### src/rtl/config_pkg.sv
// Derived core configuration subset consumed by the data-cache flush sequencer.
package config_pkg;

    typedef struct packed {
        int unsigned DCACHE_NUM_WORDS;
        int unsigned DCACHE_SET_ASSOC;
        int unsigned DCACHE_SET_ASSOC_WIDTH;
        int unsigned DCACHE_TAG_WIDTH;
        int unsigned DCACHE_INDEX_WIDTH;
        int unsigned DCACHE_OFFSET_WIDTH;
        int unsigned PLEN;
    } cva6_cfg_t;

    // Small but consistent geometry so the sequencer elaborates standalone.
    localparam cva6_cfg_t cva6_cfg_empty = '{
        DCACHE_NUM_WORDS:       4,
        DCACHE_SET_ASSOC:       2,
        DCACHE_SET_ASSOC_WIDTH: 1,
        DCACHE_TAG_WIDTH:       10,
        DCACHE_INDEX_WIDTH:     6,
        DCACHE_OFFSET_WIDTH:    4,
        PLEN:                   16
    };

endpackage

### src/rtl/dcache_flush_pkg.sv
// Types and helpers shared by the data-cache flush sequencer.
package dcache_flush_pkg;

    import config_pkg::*;

    typedef enum logic [2:0] {
        IDLE,
        READ,
        CHECK,
        WB,
        WB_WAIT,
        INV,
        DONE
    } flush_state_e;

    // Line address {tag, idx, offset zeros}; caller narrows to PLEN.
    function automatic logic [63:0] line_addr(
        input cva6_cfg_t   cfg,
        input logic [63:0] tag,
        input logic [63:0] idx
    );
        return (tag << cfg.DCACHE_INDEX_WIDTH)
             | (idx << cfg.DCACHE_OFFSET_WIDTH);
    endfunction

endpackage

### src/rtl/dcache_flush_seq.sv
// Full data-cache flush walker: reads every (set, way), writes back dirty
// lines, invalidates valid ones and pulses an ack when the walk is done.
module dcache_flush_seq
    import config_pkg::*;
    import dcache_flush_pkg::*;
#(
    parameter cva6_cfg_t CVA6Cfg = cva6_cfg_empty,
    localparam int unsigned IdxW =
        CVA6Cfg.DCACHE_INDEX_WIDTH - CVA6Cfg.DCACHE_OFFSET_WIDTH,
    localparam int unsigned WayW = CVA6Cfg.DCACHE_SET_ASSOC_WIDTH,
    localparam int unsigned TagW = CVA6Cfg.DCACHE_TAG_WIDTH,
    localparam int unsigned PlenW = CVA6Cfg.PLEN
) (
    input  logic             clk_i,
    input  logic             rst_ni,
    input  logic             flush_i,
    input  logic             inv_only_i,
    output logic             busy_o,
    output logic             flush_ack_o,
    output logic             tag_req_o,
    output logic             tag_we_o,
    input  logic             tag_gnt_i,
    output logic [IdxW-1:0]  tag_idx_o,
    output logic [WayW-1:0]  tag_way_o,
    input  logic             tag_valid_i,
    input  logic             tag_dirty_i,
    input  logic [TagW-1:0]  tag_i,
    output logic             wb_valid_o,
    input  logic             wb_ready_i,
    output logic [PlenW-1:0] wb_addr_o,
    input  logic             wb_done_i,
    output logic             dirty_wb_o
);

    localparam logic [IdxW-1:0] LastIdx =
        IdxW'(CVA6Cfg.DCACHE_NUM_WORDS - 1);
    localparam logic [WayW-1:0] LastWay =
        WayW'(CVA6Cfg.DCACHE_SET_ASSOC - 1);

    flush_state_e    state_q, state_d;
    logic [IdxW-1:0] idx_q, idx_d;
    logic [WayW-1:0] way_q, way_d;
    logic [TagW-1:0] tag_q, tag_d;
    logic            inv_only_q, inv_only_d;

    logic            last_entry;
    logic [IdxW-1:0] nxt_idx;
    logic [WayW-1:0] nxt_way;

    // Way-minor walk; with one way LastWay is 0 so the way never moves.
    always_comb begin
        last_entry = (idx_q == LastIdx) && (way_q == LastWay);
        nxt_idx    = idx_q;
        nxt_way    = way_q + WayW'(1);
        if (way_q == LastWay) begin
            nxt_way = '0;
            nxt_idx = idx_q + IdxW'(1);
        end
    end

    always_comb begin
        state_d     = state_q;
        idx_d       = idx_q;
        way_d       = way_q;
        tag_d       = tag_q;
        inv_only_d  = inv_only_q;
        tag_req_o   = 1'b0;
        tag_we_o    = 1'b0;
        wb_valid_o  = 1'b0;
        dirty_wb_o  = 1'b0;
        flush_ack_o = 1'b0;

        unique case (state_q)
            IDLE: begin
                if (flush_i) begin
                    inv_only_d = inv_only_i;
                    idx_d      = '0;
                    way_d      = '0;
                    state_d    = READ;
                end
            end
            READ: begin
                tag_req_o = 1'b1;
                if (tag_gnt_i) state_d = CHECK;
            end
            CHECK: begin
                tag_d = tag_i;
                if (!tag_valid_i) begin
                    idx_d   = nxt_idx;
                    way_d   = nxt_way;
                    state_d = last_entry ? DONE : READ;
                end else if (tag_dirty_i && !inv_only_q) begin
                    state_d = WB;
                end else begin
                    state_d = INV;
                end
            end
            WB: begin
                wb_valid_o = 1'b1;
                if (wb_ready_i) begin
                    dirty_wb_o = 1'b1;
                    state_d    = WB_WAIT;
                end
            end
            WB_WAIT: begin
                if (wb_done_i) state_d = INV;
            end
            INV: begin
                tag_req_o = 1'b1;
                tag_we_o  = 1'b1;
                if (tag_gnt_i) begin
                    idx_d   = nxt_idx;
                    way_d   = nxt_way;
                    state_d = last_entry ? DONE : READ;
                end
            end
            DONE: begin
                flush_ack_o = 1'b1;
                state_d     = IDLE;
            end
            default: state_d = IDLE;
        endcase
    end

    assign busy_o    = (state_q != IDLE);
    assign tag_idx_o = idx_q;
    assign tag_way_o = way_q;
    assign wb_addr_o = PlenW'(line_addr(CVA6Cfg, 64'(tag_q), 64'(idx_q)));

    always_ff @(posedge clk_i or negedge rst_ni) begin
        if (!rst_ni) begin
            state_q    <= IDLE;
            idx_q      <= '0;
            way_q      <= '0;
            tag_q      <= '0;
            inv_only_q <= 1'b0;
        end else begin
            state_q    <= state_d;
            idx_q      <= idx_d;
            way_q      <= way_d;
            tag_q      <= tag_d;
            inv_only_q <= inv_only_d;
        end
    end

endmodule

### config.mk
export PLATFORM = sky130hd
export DESIGN_NAME = dcache_flush_seq
export DESIGN_NICKNAME = d
export VERILOG_FILES = /design/src/rtl/config_pkg.sv /design/src/rtl/dcache_flush_pkg.sv /design/src/rtl/dcache_flush_seq.sv
export SDC_FILE = /design/constraint.sdc
export NUM_CORES = 1
export LEC_CHECK = 0
export BUFFER_PORTS_ARGS = -buffer_cell sky130_fd_sc_hd__buf_2
export CORE_AREA = 2 2 49 60
export CTS_CLUSTER_DIAMETER = 30
export DETAILED_ROUTE_END_ITERATION = 10
export DIE_AREA = 0 0 51 62
export GPL_ROUTABILITY_DRIVEN = 0
export GPL_TIMING_DRIVEN = 0
export PLACE_DENSITY_LB_ADDON = 0.05
export SYNTH_ARGS = -nofsm -noshare
export SYNTH_HDL_FRONTEND = slang
export SYNTH_SLANG_ARGS = --single-unit
### constraint.sdc
create_clock -name clk_i -period 1.56 [get_ports clk_i]
set_input_delay 0.078 -clock clk_i [delete_from_list [all_inputs] [get_ports clk_i]]
set_output_delay 0.078 -clock clk_i [all_outputs]
set_load 0.01 [all_outputs]
==> results of run 1 <==
## how the worst max path moves through the flow
stage,from,to,slack [ns],cells past startpoint
after floorplan,state_q[0],tag_q[0],0.21,3
after global routing,state_q[1],dirty_wb_o,0.009,4
final,state_q[0],tag_q[5],0.1,3
after detailed placement,state_q[0],tag_q[3],0.13,3
after global placement,state_q[0],tag_q[5],0.14,3
after CTS,state_q[1],busy_o,0.08,4
## cell type report
class                      instances  area, µm²  share of cell area [%]
multi-input combinational         60      478.0                   37.56
sequential                        17      426.7                   33.53
timing repair buffer              40      205.2                   16.13
buffer                            10      71.32                   5.605
tap                               34      42.54                   3.343
clock buffer                       4      26.28                   2.065
inverter                           6      22.52                   1.770
## cells in the final DEF (no fill, tap or decap)
| cell | instances |
|---|---|
| buf_2 | 42 |
| dfrtp_1 | 16 |
| mux2_4 | 10 |
| nand2_1 | 7 |
| buf_4 | 6 |
| nor2_1 | 5 |
| nand2b_1 | 5 |
| inv_1 | 4 |
| conb_1 | 4 |
| o22ai_1 | 3 |
| clkbuf_4 | 3 |
| nand3b_1 | 2 |
| inv_2 | 2 |
| nor2b_1 | 2 |
| mux2_1 | 2 |
| o21ai_0 | 2 |
| a22oi_1 | 2 |
| o21bai_1 | 2 |
| nor3_2 | 1 |
| and3_1 | 1 |
| or3b_1 | 1 |
| buf_6 | 1 |
| a21oi_2 | 1 |
| a211oi_2 | 1 |
| nor3b_1 | 1 |
| o21ai_1 | 1 |
| a2bb2oi_1 | 1 |
| o221ai_1 | 1 |
| o21ba_1 | 1 |
| mux2i_1 | 1 |
| a32oi_1 | 1 |
| a21bo_1 | 1 |
| ha_1 | 1 |
| clkbuf_1 | 1 |
| dlygate4sd3_1 | 1 |
| dfrtp_2 | 1 |
## cells by family after synthesis
kind of cell / Yosys count / synth area share (%)
simple gates: 25 / 13.44
other cells: 1 / 0.3838
compound gates: 17 / 13.06
fa+ha+maj: 1 / 1.280
buf+inv: 16 / 9.602
flops: 17 / 43.53
mux: 13 / 18.69
## state kept, by name, indices dropped and copies added (netlist names)
name,flops
tag_q,10
state_q,3
tag_idx_o,2
inv_only_q,1
tag_way_o,1
## repair_timing
| item | in CTS | in global routing |
|---|---|---|
| gates resized for setup | 0 | 3 |
| hold buffers | 1 | 0 |
| endpoints found under the hold margin | 17 | 0 |
| endpoints found under the setup margin | 0 | 2 |
## per-layer routing
| layer | vias up | GRT usage, % |
|---|---|---|
| li1 | 395 | - |
| met1 | 349 | 17.02 |
| met2 | 22 | 20.96 |
| met3 | 2 | 1.435 |
| met4 | 0 | 6.950 |
| met5 | - | 0 |
## worst max-delay path, delay by kind of cell, from the launching register on
kind                   cells  cell delay (ns)
DFF                        1             0.45
buffers and inverters      1             0.19
muxes                      1             0.30
and+or+nand+nor            1             0.42
## power by group through the flow
stage	Combinational, mW	Clock (mW)	Sequential, mW
detailed placement	1.19	0	0.777
global route	1.32	0.260	0.809
floorplan	0.760	0	0.835
global placement	1.17	0	0.774
CTS	1.19	0.242	0.774
finish	1.18	0.230	0.776
==> run metrics, run 1 <==
Final Max Slew Viols 0; cells on worst reg2reg path 3; WL/cell 11.22 µm; largest net degree at the start of global routing 18; maximum VDD drop 0.0007214 V; fin crit period 1.460 ns; switching power share of the total 37.00%; CP required 1.73 ns; Crit Path Class register to register; later-pin clock latency in the skew report 0.28 ns; top routing layer used met4; WL final 1.918 mm; reg2reg start state_q[0]; P&R area growth vs syn 30.22%; arrival time of the worst setup path 1.63 ns; M1 wire length 858 µm; Avg Inst Size Synth 10.86 µm²; detailed-router iteration count before antenna repair 4; ys flop type dfrtp_1; Place WS 0.1251 ns; Num CTS Buffers 3; hold slack final 0.01491 ns; hold-critical path endpoint tag_q[8]; worst hold path stage count 2; Row Count 21; CTS Root Cell clkbuf_4; vias in the first global route 713; Cell variety after synth 32; total grt overflow 0; main area contributors after synthesis dfrtp_1 44%, mux2_4 15%, buf_4 4.6%, nand2b_1 3.2%, nand2_1 2.7%; Max Clock Skew 0.007122 ns; FF+latch count, synth 17; CP Capture Type register; Syn Inst Count 90; FFs w/ async S/R, synth 100.0%; final net count 158; crit share post-route 93.62%; placed insts 166; via/cell ratio 4.491; hold_sp tag_i[8]; RSZ-0062 raised after global routing no; Ant. Diodes 0; leakage 0.6975 nW; metal3 WL 82 µm; Fmax 0.6847 GHz; Worst Hold Class input pin to register; antenna violations before repair 0; Critical Path Fanout Max 10; Total Power 2.189 mW; slowest stage cell, crit path dfrtp_2; Logic pwr share 54.0%; top-area cell type share of the netlist area 43.53%; CP Launch Type register; synth warn 0; Post-CTS Setup Inserts 0; # Max-Cap Violations 0; clock-pin slew on the worst setup and hold paths 0.10 ns; cell area after placement 1226 µm²; status finished clean; r2r endpoint tag_q[5]; post-synth top area cell dfrtp_1; initial core utilization 36.82%; die height 62 µm; worst-path cell chain or3b_1, buf_6, mux2_4; IO Pins 44; Die X-Extent 51 µm; routed wl met2 969 µm; crit-path max cell delay 0.45 ns; Net Switching 0.8100 mW; setup ws final 0.09951 ns; post-route ant nets 0; count leader, synth dfrtp_1; first-pass GRT wire length 3.063 mm; number of synthesized flops with an enable pin 0; design area 1272 µm²; via count 768; Non-Filler Instances 171; share of post-route cells with drive strength above 1 49.64%; clock tree sinks 17; post-synthesis sequential area ratio 43.53%; Clock Power Share 10.5%; Port Buffers 39; all-layer global routing usage 12.89%; Final Hold Fails 0; drt initial violations 20; Reg power frac 35.5%; clk buf depth 2; core area 2654 µm²; power density cells 1720 nW/µm²; Int Pwr 1.379 mW; Setup Viol. Count Final 0; Synth Cell Area 977.2 µm²; DRC Markers 0; fillers 265; Final Core Density 47.95%; Setup TNS 0 ns; synth cell count leaders 17 x dfrtp_1, 10 x mux2_4, 7 x nand2_1, 6 x buf_4; CTS tree built; reg2reg setup slack 0.1 ns; DP HPWL 1.500 mm; die area 3162 µm²; H-tree Lvls 1
Power figures use the tool's default switching activity.
==> inputs of run 2 (changes only) <==
REMOVE_ABC_BUFFERS = 1   (was unset)
==> run 2 against run 1 <==
The flow now finishes with violations (negative hold slack); worst setup slack worse by 0.037 ns; register-to-register slack worse by 0.04 ns; clock-buffer cell count unchanged; fmax is 2.5% lower; wire length increased by 4.4%; first-iteration DRC count fell by 70%; total power up 6.8%; sequential share of layout area down 0.93 points; global-route usage rose by 0.40 points; via count increased by 0.78%; utilization up 1.7 points; hold slack worse by 0.020 ns.
==> run metrics, run 2 (synthesis results as in run 1) <==
Non-Filler Instances 171 (unchanged); CP Capture Type register; initial core utilization 36.82% (unchanged); via count 774 (+0.78%); Fmax 0.6678 GHz (-2.5%); most frequent cells in the layout 39 x buf_2, 14 x dfrtp_1, 10 x mux2_4; DRC Markers 0 (unchanged); Top reg by flops tag_q; CP Launch Type register; setup ws final 0.06260 ns (-0.03691 ns); worst setup path startpoint state_q[1]; RSZ-0062 raised after global routing yes; Place WS -0.3797 ns (-0.5048 ns); reg2reg start state_q[1]; hold slack final -0.004643 ns (-0.01955 ns); H-tree Lvls 1 (unchanged); post-route ant nets 0 (unchanged); first-pass GRT wire length 3.105 mm (+1.4%); worst hold path stage count 2 (unchanged); Multi-input gate area 475.5 µm² (-0.52%); fin crit period 1.497 ns (+0.03691 ns); drt initial violations 6 (-70%); status finished with violations; slowest stage cell, crit path dfrtp_2; WL/cell 11.71 µm (+4.4%); Ant. Diodes 0 (unchanged); power density cells 1777 nW/µm² (+3.3%); clock-pin slew on the worst setup and hold paths 0.10 ns (about the same); max FFs per register 10 (unchanged); arrival time of the worst setup path 1.67 ns (+0.04 ns); maximum VDD drop 0.0008182 V (+13%); commonest non-fill, non-tap cell in the layout buf_2; share of post-route cells with drive strength above 1 50.36% (+0.73 points); IO Pins 44 (unchanged); detailed-router iteration count before antenna repair 4 (unchanged); Port Buffers 39 (unchanged); die area 3162 µm² (unchanged); clk buf depth 2 (unchanged); Register Area 429.2 µm² (+0.59%); CTS Root Cell clkbuf_4; fillers 267 (+0.75%); vias in the first global route 688 (-3.5%); crit share post-route 95.99% (+2.4 points); leakage 0.7059 nW (+1.2%); P&R area growth vs syn 34.70%; worst-path cell chain buf_12, nand2b_1, a211oi_2, nor2_1, mux2_1; cells on worst reg2reg path 5 (+2); Setup Viol. Count Final 0 (unchanged); Final Core Density 49.60% (+1.7 points); clock tree sinks 17 (unchanged); Num CTS Buffers 3 (unchanged); core area 2654 µm² (unchanged); final net count 158 (unchanged); failing checks negative hold slack; Row Count 21 (unchanged); CP required 1.74 ns (about the same); die height 62 µm (unchanged); Critical Path Fanout Max 7 (-3); Setup crit end tag_way_o; reg2reg setup slack 0.06 ns (-0.04 ns); Final Hold Fails 1 (+1); via/cell ratio 4.526 (+0.78%); r2r endpoint tag_way_o; crit-path max cell delay 0.47 ns (+0.02 ns); total grt overflow 0 (unchanged); design area 1316 µm² (+3.4%); Crit Path Class register to register; all-layer global routing usage 13.29% (+0.40 points); # Max-Cap Violations 0 (unchanged); Die X-Extent 51 µm (unchanged); largest net degree at the start of global routing 18 (unchanged); Worst Hold Class input pin to register; DP HPWL 1.375 mm (-8.3%); Final Max Slew Viols 0 (unchanged); later-pin clock latency in the skew report 0.29 ns (about the same); placed insts 156 (-6.0%); Max Clock Skew 0.01051 ns (+0.003392 ns); antenna violations before repair 0 (unchanged); cell area after placement 1155 µm² (-5.8%); WL final 2.002 mm (+4.4%); CTS tree built
==> run 2: cell count changes in the layout (fill, tap and decap cells not counted) <==
cell	before	now
dfrtp_1	16	14
nor3_1	0	1
or3b_1	1	0
buf_12	0	3
buf_2	42	39
buf_6	1	0
dfrtp_2	1	3
dlygate4sd3_1	1	2
or3b_4	0	1
nor3_2	1	0
==> run 2: critical path: cells and delay by family, from the launching register on <==
kind,cells,cell delay (ns)
mux,1,0.30
simple gates,2,0.22
flops,1,0.47
buf+inv,1,0.14
compound gates,1,0.25
==> run 2: cell type report <==
class	count	area share, %
Inverter	6	1.711
Tap cell	34	3.232
Sequential cell	17	32.60
Clock buffer	4	1.996
Multi-Input combinational cell	60	36.12
Timing Repair Buffer	50	24.33
==> run 2: worst min-delay path by stage <==
stage                          start      endpoint
after floorplan               rst_ni    inv_only_q
after global placement        rst_ni  tag_idx_o[0]
after detailed placement      rst_ni  tag_idx_o[0]
after CTS                 wb_ready_i    state_q[1]
after global routing        tag_i[3]      tag_q[3]
final                     wb_ready_i    state_q[1]
==> run 2: timing repair <==
item | 4_1_cts | 5_1_grt
setup endpoints to repair | 13 | 5
endpoints found under the hold margin | 18 | 0
pin swaps | 1 | 1
setup buffers | 4 | 5
resized for setup | 5 | 1
hold buffers | 2 | 0
==> run 2: per-layer routing <==
metal	track usage, %	wire length [µm]
met1	17.42	938
met2	20.96	894
met3	1.914	130
met4	8.108	38
met5	0	0
==> run 2: where the power goes <==
part,switching (mW),internal [mW],leakage [nW],total (mW)
clock network,0.140,0.0994,0.0150,0.239
logic,0.573,0.759,0.488,1.33
registers,0.122,0.645,0.203,0.767
==> run 2: metrics by stage <==
| stage | setup TNS [ns] | total power, mW |
|---|---|---|
| 5_1_grt | -0.008064 | 2.530 |
| 2_1_floorplan | -0.3456 | 1.535 |
| 4_1_cts | 0 | 2.254 |
| 3_5_place_dp | -3.208 | 1.889 |
| 3_3_place_gp | -2.898 | 1.878 |
| 6_report | 0 | 2.339 |
==> inputs of run 3 (changes only) <==
==> constraint.sdc (replaced) <==
create_clock -name clk_i -period 1.56 [get_ports clk_i]
set_input_delay 0.078 -clock clk_i [delete_from_list [all_inputs] [get_ports clk_i]]
set_output_delay 0.078 -clock clk_i [all_outputs]
set_load 0.05 [all_outputs]
==> run 3 against run 2 <==
First-iteration DRC count grew 33%; flip-flop and latch count did not move; cell count unchanged; critical endpoint is now tag_we_o; hold slack improved by 0.00057 ns; fmax down 1.2%; critical path type is now register to output pin; sequential power increased by 2%; clock-buffer cell count stayed put; clock skew is 0.0013 ns lower; total power rose by 32%; the run still ends with negative hold slack left.
==> run metrics, run 3 (synthesis results as in run 1) <==
Row Count 21 (unchanged); die height 62 µm (unchanged); failing checks negative hold slack; Top reg by flops tag_q; Critical Path Fanout Max 7 (unchanged); share of post-route cells with drive strength above 1 51.09% (+0.73 points); P&R area growth vs syn 38.03%; clock tree sinks 17 (unchanged); later-pin clock latency in the skew report 0.29 ns (about the same); Worst Hold Class input pin to register; CTS Root Cell clkbuf_4; power density cells 2295 nW/µm² (+29%); leakage 0.7151 nW (+1.3%); hold slack final -0.004070 ns (+0.0005734 ns); CP Launch Type register; fin crit period 1.516 ns (+0.01883 ns); total grt overflow 0 (unchanged); largest net degree at the start of global routing 18 (unchanged); Ant. Diodes 0 (unchanged); crit share post-route 97.19% (+1.2 points); Setup Viol. Count Final 0 (unchanged); maximum VDD drop 0.001013 V (+24%); Multi-input gate area 480.5 µm² (+1.1%); WL/cell 11.80 µm (+0.80%); fillers 261 (-2.2%); Max Clock Skew 0.009192 ns (-0.001322 ns); DP HPWL 1.375 mm (unchanged); Final Max Slew Viols 0 (unchanged); vias in the first global route 685 (-0.44%); Final Core Density 50.83% (+1.2 points); all-layer global routing usage 13.13% (-0.15 points); final net count 158 (unchanged); Register Area 429.2 µm² (unchanged); clk buf depth 2 (unchanged); Die X-Extent 51 µm (unchanged); initial core utilization 36.82% (unchanged); die area 3162 µm² (unchanged); Final Hold Fails 1 (unchanged); detailed-router iteration count before antenna repair 4 (unchanged); first-pass GRT wire length 3.070 mm (-1.1%); antenna violations before repair 0 (unchanged); core area 2654 µm² (unchanged); drt initial violations 8 (+2); Num CTS Buffers 3 (unchanged); via count 794 (+2.6%); Port Buffers 39 (unchanged); RSZ-0062 raised after global routing yes; max FFs per register 10 (unchanged); via/cell ratio 4.643 (+2.6%); CTS tree built; WL final 2.018 mm (+0.80%); commonest non-fill, non-tap cell in the layout buf_2; IO Pins 44 (unchanged); # Max-Cap Violations 0 (unchanged); Setup TNS 0 ns (unchanged); clock-pin slew on the worst setup and hold paths 0.10 ns (about the same); Crit Path Class register to output pin; CP Capture Type output pin; Fmax 0.6595 GHz (-1.2%); status finished with violations; CP required 1.48 ns (-0.26 ns); arrival time of the worst setup path 1.44 ns (-0.23 ns); H-tree Lvls 1 (unchanged); post-route ant nets 0 (unchanged); DRC Markers 0 (unchanged); most frequent cells in the layout 38 x buf_2, 14 x dfrtp_1, 10 x mux2_4
run 3: changes by cell type in the layout (fill, tap and decap cells not counted):
cell | before | now
nor3_1 | 1 | 0
buf_12 | 3 | 5
nor3_2 | 0 | 1
buf_4 | 6 | 4
buf_2 | 39 | 38
clkbuf_4 | 3 | 4
run 3: routing by layer:
metal  global-route usage, %  part of all wire [%]  up-vias
met5                       0                     0        -
met1                   17.42                    47      359
li1                        -                     -      396
met3                   1.914                   7.0        4
met2                   20.41                    44       35
met4                   8.108                   1.9        0
run 3: power breakdown:
group	total [mW]	internal, mW	switching [mW]
Sequential	0.785	0.646	0.140
Clock	0.239	0.0994	0.140
Combinational	2.07	0.827	1.24
Total	3.10	1.57	1.52
run 3: final cells by class:
| cell class | count | share of cell area, % |
|---|---|---|
| Multi-Input combinational cell | 60 | 35.62 |
| Sequential cell | 17 | 31.82 |
| Timing Repair Buffer | 50 | 25.79 |
| Tap cell | 34 | 3.154 |
| Clock buffer | 4 | 1.948 |
| Inverter | 6 | 1.670 |
run 3: timing repair:
item                                    in CTS  in global routing
buffers inserted                             5                  4
hold buffers                                 2                  0
resized for setup                            5                  3
cloned                                       0                  0
endpoints found under the setup margin      15                  6
pin swaps                                    1                  1
hold endpoints to repair                    18                  0
run 3: final timing paths:
kind                             from         end  slack [ns]  cells past startpoint
max in group asynchronous      rst_ni  state_q[1]        1.03                      2
setup / recovery           state_q[1]    tag_we_o        0.04                      4
min in group asynchronous      rst_ni    tag_q[0]        0.23                      2
hold reg to reg            inv_only_q  inv_only_q        0.50                      1
hold / removal             wb_ready_i  state_q[1]      -0.004                      2
setup reg to reg           state_q[1]   tag_way_o        0.05                      5
run 3: per-stage QoR:
step / worst slack [ns] / hold slack (ns) / std cells / instance area (µm²) / power [mW]
global route: -0.01967 / 0.0001064 / 171 / 1349 / 3.284
global placement: -0.3408 / 0.02364 / 156 / 1155 / 2.549
CTS: 0.02577 / 0.001000 / 167 / 1282 / 2.984
finish: 0.04376 / -0.004070 / 171 / 1349 / 3.096
floorplan: -0.2691 / -0.2176 / 83 / 917.1 / 2.196
detailed placement: -0.3797 / 0.02242 / 156 / 1155 / 2.560
run 3: critical path: stages, from the launching register on:
cell and delay [ns]:
dfrtp_2 0.47, buf_12 0.15, nand3b_1 0.19, inv_2 0.08, buf_2 0.25
